### src/rtl/restador_pkg.sv
// ============================================================================
// Module : restador_pkg
// Brief  : Shared state encoding and counter sizing for the bit-serial subtractor.
// Rev    : 1.0
// ============================================================================
`default_nettype none

package restador_pkg;

    localparam logic [1:0] ST_IDLE = 2'd0;
    localparam logic [1:0] ST_RUN  = 2'd1;
    localparam logic [1:0] ST_DONE = 2'd2;

    // Bit counter width; never below one bit so the counter always exists
    function automatic int cnt_width(input int n);
        return (n < 2) ? 1 : $clog2(n);
    endfunction

endpackage

`default_nettype wire

### src/rtl/restador_completo.sv
// ============================================================================
// Module : restador_completo
// Brief  : One-bit full subtractor, d = x - y - bi with borrow-out bo.
// Rev    : 1.0
// ============================================================================
`default_nettype none

module restador_completo (
    input  logic x,
    input  logic y,
    input  logic bi,
    output logic d,
    output logic bo
);

    assign d  = x ^ y ^ bi;
    assign bo = (~x & y) | (~(x ^ y) & bi);

endmodule

`default_nettype wire

### src/rtl/restador_serie.sv
// ============================================================================
// Module : restador_serie
// Brief  : Bit-serial N-bit subtractor, diff = a - b - b_in, LSB first.
// Rev    : 1.0
// ============================================================================
`default_nettype none

module restador_serie
    import restador_pkg::*;
#(
    parameter int N = 4
) (
    input  logic         clk,
    input  logic         reset,
    input  logic         start,
    input  logic [N-1:0] a,
    input  logic [N-1:0] b,
    input  logic         b_in,
    output logic         busy,
    output logic         done,
    output logic [N-1:0] diff,
    output logic         borrow,
    output logic         overflow,
    output logic         zero
);

    localparam int                CNT_W      = cnt_width(N);
    localparam logic [CNT_W-1:0]  C_CNT_LAST = CNT_W'(N - 1);

    logic [1:0]       r_state;
    logic [CNT_W-1:0] r_cnt;
    logic [N-1:0]     r_sa;
    logic [N-1:0]     r_sb;
    logic [N-1:0]     r_sd;
    logic             r_bq;

    logic             w_d;
    logic             w_bo;
    logic [N-1:0]     w_sd_next;

    restador_completo u_completo (
        .x  (r_sa[0]),
        .y  (r_sb[0]),
        .bi (r_bq),
        .d  (w_d),
        .bo (w_bo)
    );

    assign w_sd_next = {w_d, r_sd[N-1:1]};

    assign busy = (r_state == ST_RUN);
    assign done = (r_state == ST_DONE);

    always_ff @(posedge clk) begin
        if (reset) begin
            r_state  <= ST_IDLE;
            r_cnt    <= '0;
            r_sa     <= '0;
            r_sb     <= '0;
            r_sd     <= '0;
            r_bq     <= 1'b0;
            diff     <= '0;
            borrow   <= 1'b0;
            overflow <= 1'b0;
            zero     <= 1'b0;
        end else begin
            case (r_state)
                ST_IDLE, ST_DONE: begin
                    if (start) begin
                        r_sa    <= a;
                        r_sb    <= b;
                        r_bq    <= b_in;
                        r_sd    <= '0;
                        r_cnt   <= '0;
                        r_state <= ST_RUN;
                    end else begin
                        r_state <= ST_IDLE;
                    end
                end
                ST_RUN: begin
                    r_sa  <= {1'b0, r_sa[N-1:1]};
                    r_sb  <= {1'b0, r_sb[N-1:1]};
                    r_sd  <= w_sd_next;
                    r_bq  <= w_bo;
                    r_cnt <= r_cnt + CNT_W'(1);
                    // MSB step: r_bq is the borrow into the MSB, w_bo the borrow out
                    if (r_cnt == C_CNT_LAST) begin
                        r_state  <= ST_DONE;
                        diff     <= w_sd_next;
                        borrow   <= w_bo;
                        overflow <= r_bq ^ w_bo;
                        zero     <= (w_sd_next == '0);
                    end
                end
                default: r_state <= ST_IDLE;
            endcase
        end
    end

endmodule

`default_nettype wire
### config.mk
export PLATFORM = sky130hd
export DESIGN_NAME = restador_serie
export DESIGN_NICKNAME = d
export VERILOG_FILES = /design/src/rtl/restador_pkg.sv /design/src/rtl/restador_completo.sv /design/src/rtl/restador_serie.sv
export SDC_FILE = /design/constraint.sdc
export NUM_CORES = 1
export LEC_CHECK = 0
export CORE_MARGIN = 5
export CORE_UTILIZATION = 35
export CTS_BUF_LIST = sky130_fd_sc_hd__clkbuf_4
export DETAILED_ROUTE_END_ITERATION = 10
export GPL_TIMING_DRIVEN = 0
export SETUP_SLACK_MARGIN = 0.1
export SYNTH_ARGS = -nofsm -noshare
export SYNTH_HDL_FRONTEND = slang
export SYNTH_HIERARCHICAL = 1
export SYNTH_SLANG_ARGS = --single-unit
### constraint.sdc
create_clock -name clk -period 3.2 [get_ports clk]
set_input_delay 0.32 -clock clk [delete_from_list [all_inputs] [get_ports clk]]
set_output_delay 0.32 -clock clk [all_outputs]
set_load 0.01 [all_outputs]
==> results of run 1 <==
[cell type report]
type / count / area, sq um
Inverter: 4 / 15.0
Buffer: 6 / 42.5
Multi-Input combinational cell: 78 / 444
Clock buffer: 3 / 22.5
Fill cell: 267 / 1460
Timing Repair Buffer: 20 / 200
Sequential cell: 23 / 460
Tap cell: 31 / 38.8
Clock inverter: 1 / 5.00
[how the worst max path moves through the flow]
stage	startpoint	end	cells past startpoint
after floorplan	r_sb[0]	zero	5
after global placement	r_state[1]	busy	3
after detailed placement	r_state[1]	busy	3
after CTS	r_state[1]	busy	3
after global routing	r_state[1]	busy	3
final	r_state[1]	busy	3
[flip-flops by register name (all words and copies together) (netlist names)]
name,cells
overflow,1
borrow,1
r_bq,1
r_sb,4
r_sd,3
r_state,2
r_sa,4
zero,1
r_cnt,2
diff,4
[power breakdown]
part	internal, mW	switching (mW)	leakage [nW]	total (mW)
logic	0.0426	0.0457	0.284	0.0883
registers	0.301	0.00970	0.188	0.310
clock network	0.0466	0.0871	0.0177	0.134
total	0.390	0.142	0.489	0.532
[cells by family (layout without fill, tap and decap cells)]
kind of cell             Yosys count  after routing
AO/OA/AOI/OAI                     18             18
XOR/XNOR                           1              1
adder cells (fa/ha/maj)            2              2
buffers and inverters             10             34
flip-flops                        23             23
multiplexers                       4              4
AND/OR/NAND/NOR                   53             53
[worst max-delay path: stages (launching register included)]
cell,delay [ps]
dfxtp_1,360
nand2b_1,210
clkinv_1,260
clkdlybuf4s50_1,550
[cells in the mapped netlist]
| master | instances | share of area, % |
|---|---|---|
| a311oi_1 | 7 | 6.4 |
| nand3_1 | 10 | 5.2 |
| nand3b_2 | 1 | 1.2 |
| clkinv_1 | 1 | 0.39 |
| dfxtp_1 | 23 | 48 |
| inv_1 | 3 | 1.2 |
| o21a_1 | 1 | 0.78 |
| buf_8 | 1 | 1.6 |
| ha_1 | 1 | 1.3 |
| mux2i_1 | 4 | 4.2 |
| a21oi_1 | 10 | 5.2 |
| nand2b_4 | 1 | 1.4 |
| nor4_1 | 1 | 0.65 |
| clkbuf_1 | 2 | 0.78 |
| xor2_1 | 1 | 0.91 |
| fa_1 | 1 | 2.1 |
| nand2b_1 | 2 | 1.3 |
| buf_4 | 2 | 1.6 |
| nor2_1 | 13 | 5.1 |
| nand2_1 | 23 | 9.0 |
| and2b_1 | 2 | 1.6 |
| buf_2 | 1 | 0.52 |
[metrics by stage]
step                      utilization [%]  setup WS, ps
final                                45.7          1200
after global routing                 45.7          1080
after CTS                            45.7          1180
after detailed placement             44.7          1550
after global placement               44.7          1540
after floorplan                         -          1810
[metal layers]
| layer | vias to the layer above | wire length (um) | part of all wire (%) |
|---|---|---|---|
| li1 | 422 | - | - |
| met1 | 382 | 992 | 49 |
| met2 | 26 | 894 | 44 |
| met3 | 2 | 141 | 6.9 |
| met4 | 0 | 10 | 0.49 |
| met5 | - | 0 | 0 |
==> metrics.md, run 1 <==
| Metric | Value |
|---|---|
| Status | finished, final reports clean |
| DP HPWL | 1500 um |
| Worst slew pin tran | ~530 ps |
| Post-layout instance area | about 0.0012 sq mm |
| Pin count of the biggest net entering global routing | 14 |
| Crit. End Element | primary output |
| Synth Area in Compound Gates | 12.4% |
| Most frequent cells in the layout | nand2_1 (23), dfxtp_1 (23), clkdlybuf4s50_1 (20), nor2_1 (13) |
| Die area | 0.00390 sq mm |
| Fmax | 0.499 GHz |
| Hold Vio Cnt, Final | 0 |
| Share of cells above drive strength 1 | 7.41% |
| Avg Synthesized Cell Area | 8.67 sq um |
| CTS root buf | clkbuf_4 |
| CP startpoint kind | flop |
| Worst path required time | 2880 ps |
| Synth Area in Adders | 3.38% |
| Boundary Pins | 21 |
| Synth Instances | 111 |
| Core area | 0.00269 sq mm |
| Post-Layout Cell Count | approximately 170 |
| RR Startpoint | r_bq |
| Final setup violating endpoints | 0 |
| Pre-antenna DRT Iters | 4 |
| Die height | 62.4 um |
| Fin crit period | 2000 ps |
| CTS tree | yes |
| Drt drc | 0 |
| Static leakage | 0.489 nW |
| Design Power | 0.532 mW |
| Critical R2R Capture | zero |
| Slew Viols, Final | 0 |
| Global-route wire length before repair | 3590 um |
| Busiest grt layer | met2 |
| Largest family of logic cells by synthesized area | simple AND/OR/NAND/NOR gates |
| Worst hold endpoint | zero |
| RSZ-0062 raised after global routing | false |
| Dpl cell area | 0.00120 sq mm |
| Peak supply drop | 0.199 mV |
| Simple-Gate Fraction of Synth Area | 25.4% |
| IO Port Bufs | 20 |
| Routed Wire Length | around 2000 um |
| Cell area power density | 433 mW/mm^2 |
| CTS Hold Buffers Added | 0 |
| Critical path class | flop to primary output |
| TritonCTS Buffers | 3 |
| Grt ovf | 0 |
| Synth Area in XOR/XNOR | 0.910% |
| Synth warn | 6 |
| Htree depth | 1 |
| Maximum fanout along the worst path | 9 |
| Register area share after synthesis | between 40 and 50% |
| Final Hold Slack | 467 ps |
| HP Class | flop to flop |
| GPL Wtd Cong | 0.780 |
| Vias | ~830 |
| # clock sinks | 23 |
| Placed Cells | 162 |
| PostCTS Resize Cnt | 0 |
| WL per Instance | 12.3 um |
| Max Cap Violations | 0 |
| Met2 Use GR | 17.5% |
| Syn_nets | 125 |
| Fin crit share | 62.6% |
| Clock Latency Late Sink | 300 ps |
| Worst Path Arrival | ~1700 ps |
| Cell Area, Synth | 962 sq um |
| Total Routing Usage GR | 10.9% |
| Antenna Nets Post-Route | 0 |
| Mux contribution to synthesized area | 4.16% |
| Die width | 62.4 um |
| Slew headroom | 65.0% |
| Post-CTS setup buffer count | 0 |
| Nets | 150 |
| Unique cell type count in the Yosys netlist | 22 |
| Hold Startpoint | zero |
| Num rows | 19 |
| Sum of negative setup slack | 0 ps |
| Number of global-route vias before repair | a little over 800 |
| Flops & latches, synth | 23 |
| Initial core utilization | 35.8% |
| DR iter-0 viols | 41 |
| Min-Delay Path Depth | 2 |
| Clk pin slew, worst setup/hold paths | 130 ps |
| Inserted Diodes | 0 |
| R2R Setup Slk | 1690 ps |
| GRT met1 Usage | 14.3% |
| M3 GR Usage | 3.06% |
| Vias per inst | 5.01 |
| P&R area growth vs syn | 27.7% |
| Max clock buf depth | 2 |
| FF-to-FF path depth | 5 |
| Initial antenna violation count | 0 |
| Skew final | 0.703 ps |
Note: power is estimated with default switching activity, not from simulation.
==> run 2, diff against run 1 <==
clock period = 1.7 ns   (was 3.2 ns; I/O delays follow)
==> run 2 against run 1 <==
Wire length down 1.4%. Worst setup slack worse by 1000 ps. Flip-flop and latch count did not move.
==> metrics.md, run 2 (synthesis gave the netlist of run 1 again) <==
| Metric | Value |
|---|---|
| Worst Path Arrival | approximately 1400 ps |
| Num rows | 19 |
| Htree depth | 1 |
| Maximum fanout along the worst path | 5 |
| RR Startpoint | r_bq |
| Drt drc | 0 |
| Routed Wire Length | around 2000 um |
| Biggest regs | diff (4), r_sa (4), r_sb (4) |
| Global-route wire length before repair | 3590 um |
| CP startpoint | r_state[0] |
| Most frequent cells in the layout | nand2_1 (23), dfxtp_1 (21), clkdlybuf4s50_1 (19), nor2_1 (13), nand3_1 (10) |
| Clk pin slew, worst setup/hold paths | 130 ps |
| CP startpoint kind | flop |
| Multi-input logic area | 457 sq um |
| IO Port Bufs | 20 |
| Nets | 150 |
| Peak supply drop | 0.374 mV |
| GPL Wtd Cong | between 0.7 and 0.8 |
| Initial antenna violation count | 0 |
| Sum of negative setup slack | 0 ps |
| # clock sinks | 23 |
| Int Power | 0.735 mW |
| Die height | 62.4 um |
| CTS root buf | clkbuf_4 |
| Static leakage | 0.498 nW |
| Slew Viols, Final | 0 |
| Initial core utilization | between 30% and 40% |
| Crit-path cells | and2b_1 > clkdlybuf4s50_1 |
| Final Hold Slack | 397 ps |
| Critical R2R Capture | zero |
| RSZ-0062 raised after global routing | false |
| P&R area growth vs syn | 29.3% |
| Grt ovf | 0 |
| Pin count of the biggest net entering global routing | 14 |
| DR iter-0 viols | 30 |
| Share of cells above drive strength 1 | a little under an eighth |
| Max clock buf depth | 2 |
| WP depth | 2 |
| Skew final | between 5 and 6 ps |
| Crit. End Element | primary output |
| Vias | 826 |
| HP Class | input pin to flop |
| Worst path slowest cell | clkdlybuf4s50_1 |
| Max Cap Violations | 0 |
| Cell area power density | 806 mW/mm^2 |
| Pre-antenna DRT Iters | 4 |
| FF-to-FF path depth | 5 |
| Status | finished, final reports clean |
| Slowest stage delay, CP | 530 ps |
| Switching Share | between 20% and 30% |
| Total Routing Usage GR | 10.9% |
| Worst slew pin tran | 545 ps |
| Fmax | 0.646 GHz |
| Die width | approximately 62 um |
| Critical path capture point | done |
| Clock Latency Late Sink | about 300 ps |
| Slew headroom | 63.7% |
| Die area | 0.00390 sq mm |
| Core area | approximately 0.0027 sq mm |
| Seq. cell area | 463 sq um |
| Commonest non-fill, non-tap cell in the layout | nand2_1 |
| Number of global-route vias before repair | a little over 800 |
| Final setup violating endpoints | 0 |
| Gate power share | 16.8% |
| Worst path required time | between 1500 and 2000 ps |
| Post-CTS setup buffer count | 0 |
| WL per Instance | 12.1 um |
| CTS Hold Buffers Added | 0 |
| DP HPWL | 1500 um |
| # fillers | 269 |
| Critical path class | flop to primary output |
| CTS tree | yes |
| TritonCTS Buffers | 3 |
| Inserted Diodes | 0 |
| Clock power frac | 24.7% |
| Antenna Nets Post-Route | 0 |
| CP top delay family | buffers and inverters |
| Worst Path Buf+Inv | 1 |
| Fin crit period | approximately 1500 ps |
| Boundary Pins | 21 |
| R2R Setup Slk | between 200 and 300 ps |
| NetSw | 0.267 mW |
| Fin crit share | between 90% and 100% |
| Sequential share of power | 58.4% |
| Vias per inst | ~5 |
| Hold Vio Cnt, Final | 0 |
## run 2: changes by cell type in the layout (fill, tap and decap cells not counted), sizes merged
cell and change:
dlygate4sd2 +1, clkdlybuf4s50 -1
## run 2: layout make-up
cell class | count | area share [%]
multi-input combinational | 78 | 36.7
sequential | 23 | 37.2
inverter | 4 | 1.31
tap | 31 | 3.12
timing repair buffer | 20 | 16.0
clock inverter | 1 | 0.402
buffer | 6 | 3.42
clock buffer | 3 | 1.81
## run 2: power groups by stage
| stage | registers, mW | logic (mW) | clock network, mW |
|---|---|---|---|
| 2_1_floorplan | 0.592 | 0.110 | 0 |
| 5_1_grt | 0.589 | 0.190 | 0.290 |
| 3_3_place_gp | 0.595 | 0.165 | 0 |
| 4_1_cts | 0.585 | 0.168 | 0.263 |
| 3_5_place_dp | 0.596 | 0.167 | 0 |
| 6_report | 0.586 | 0.169 | 0.248 |
## run 2: worst min-delay path, cell delays in order
cell	delay, ps
clkdlybuf4s50_1	400
nand2_1	50
a21oi_1	50
## run 2: repair_timing
action	CTS	global route
gates cloned	0	0
setup endpoints to repair	1	2
pin swaps	0	2
resized for setup	4	3
## run 2: how the worst min path moves through the flow
| stage | end | cells past startpoint | startpoint |
|---|---|---|---|
| 4_1_cts | r_sa[3] | 3 | a[3] |
| 6_report | r_sa[3] | 3 | a[3] |
| 5_1_grt | r_sb[3] | 3 | b[3] |
| 3_5_place_dp | borrow | 2 | borrow |
| 3_3_place_gp | zero | 2 | zero |
| 2_1_floorplan | r_sa[0] | 1 | reset |
## run 2: stage by stage
step | instances | utilization (%) | instance area [sq um] | setup slack [ps] | power (mW)
final | 166 | 46.3 | 1240 | 151 | 1.00
after global routing | 166 | 46.3 | 1240 | 109 | 1.07
after CTS | 166 | 45.9 | 1230 | 126 | 1.02
after detailed placement | 162 | 44.7 | 1200 | 202 | 0.763
after global placement | 162 | 44.7 | 1200 | 186 | 0.760
after floorplan | 111 | - | 962 | 305 | 0.701
## run 2: layer usage
metal	up-vias	track usage [%]	part of all wire, %
met4	0	3.18	0.50
met3	2	3.06	5.8
met1	383	14.3	49
li1	423	-	-
met2	18	17.5	45
met5	-	0	0
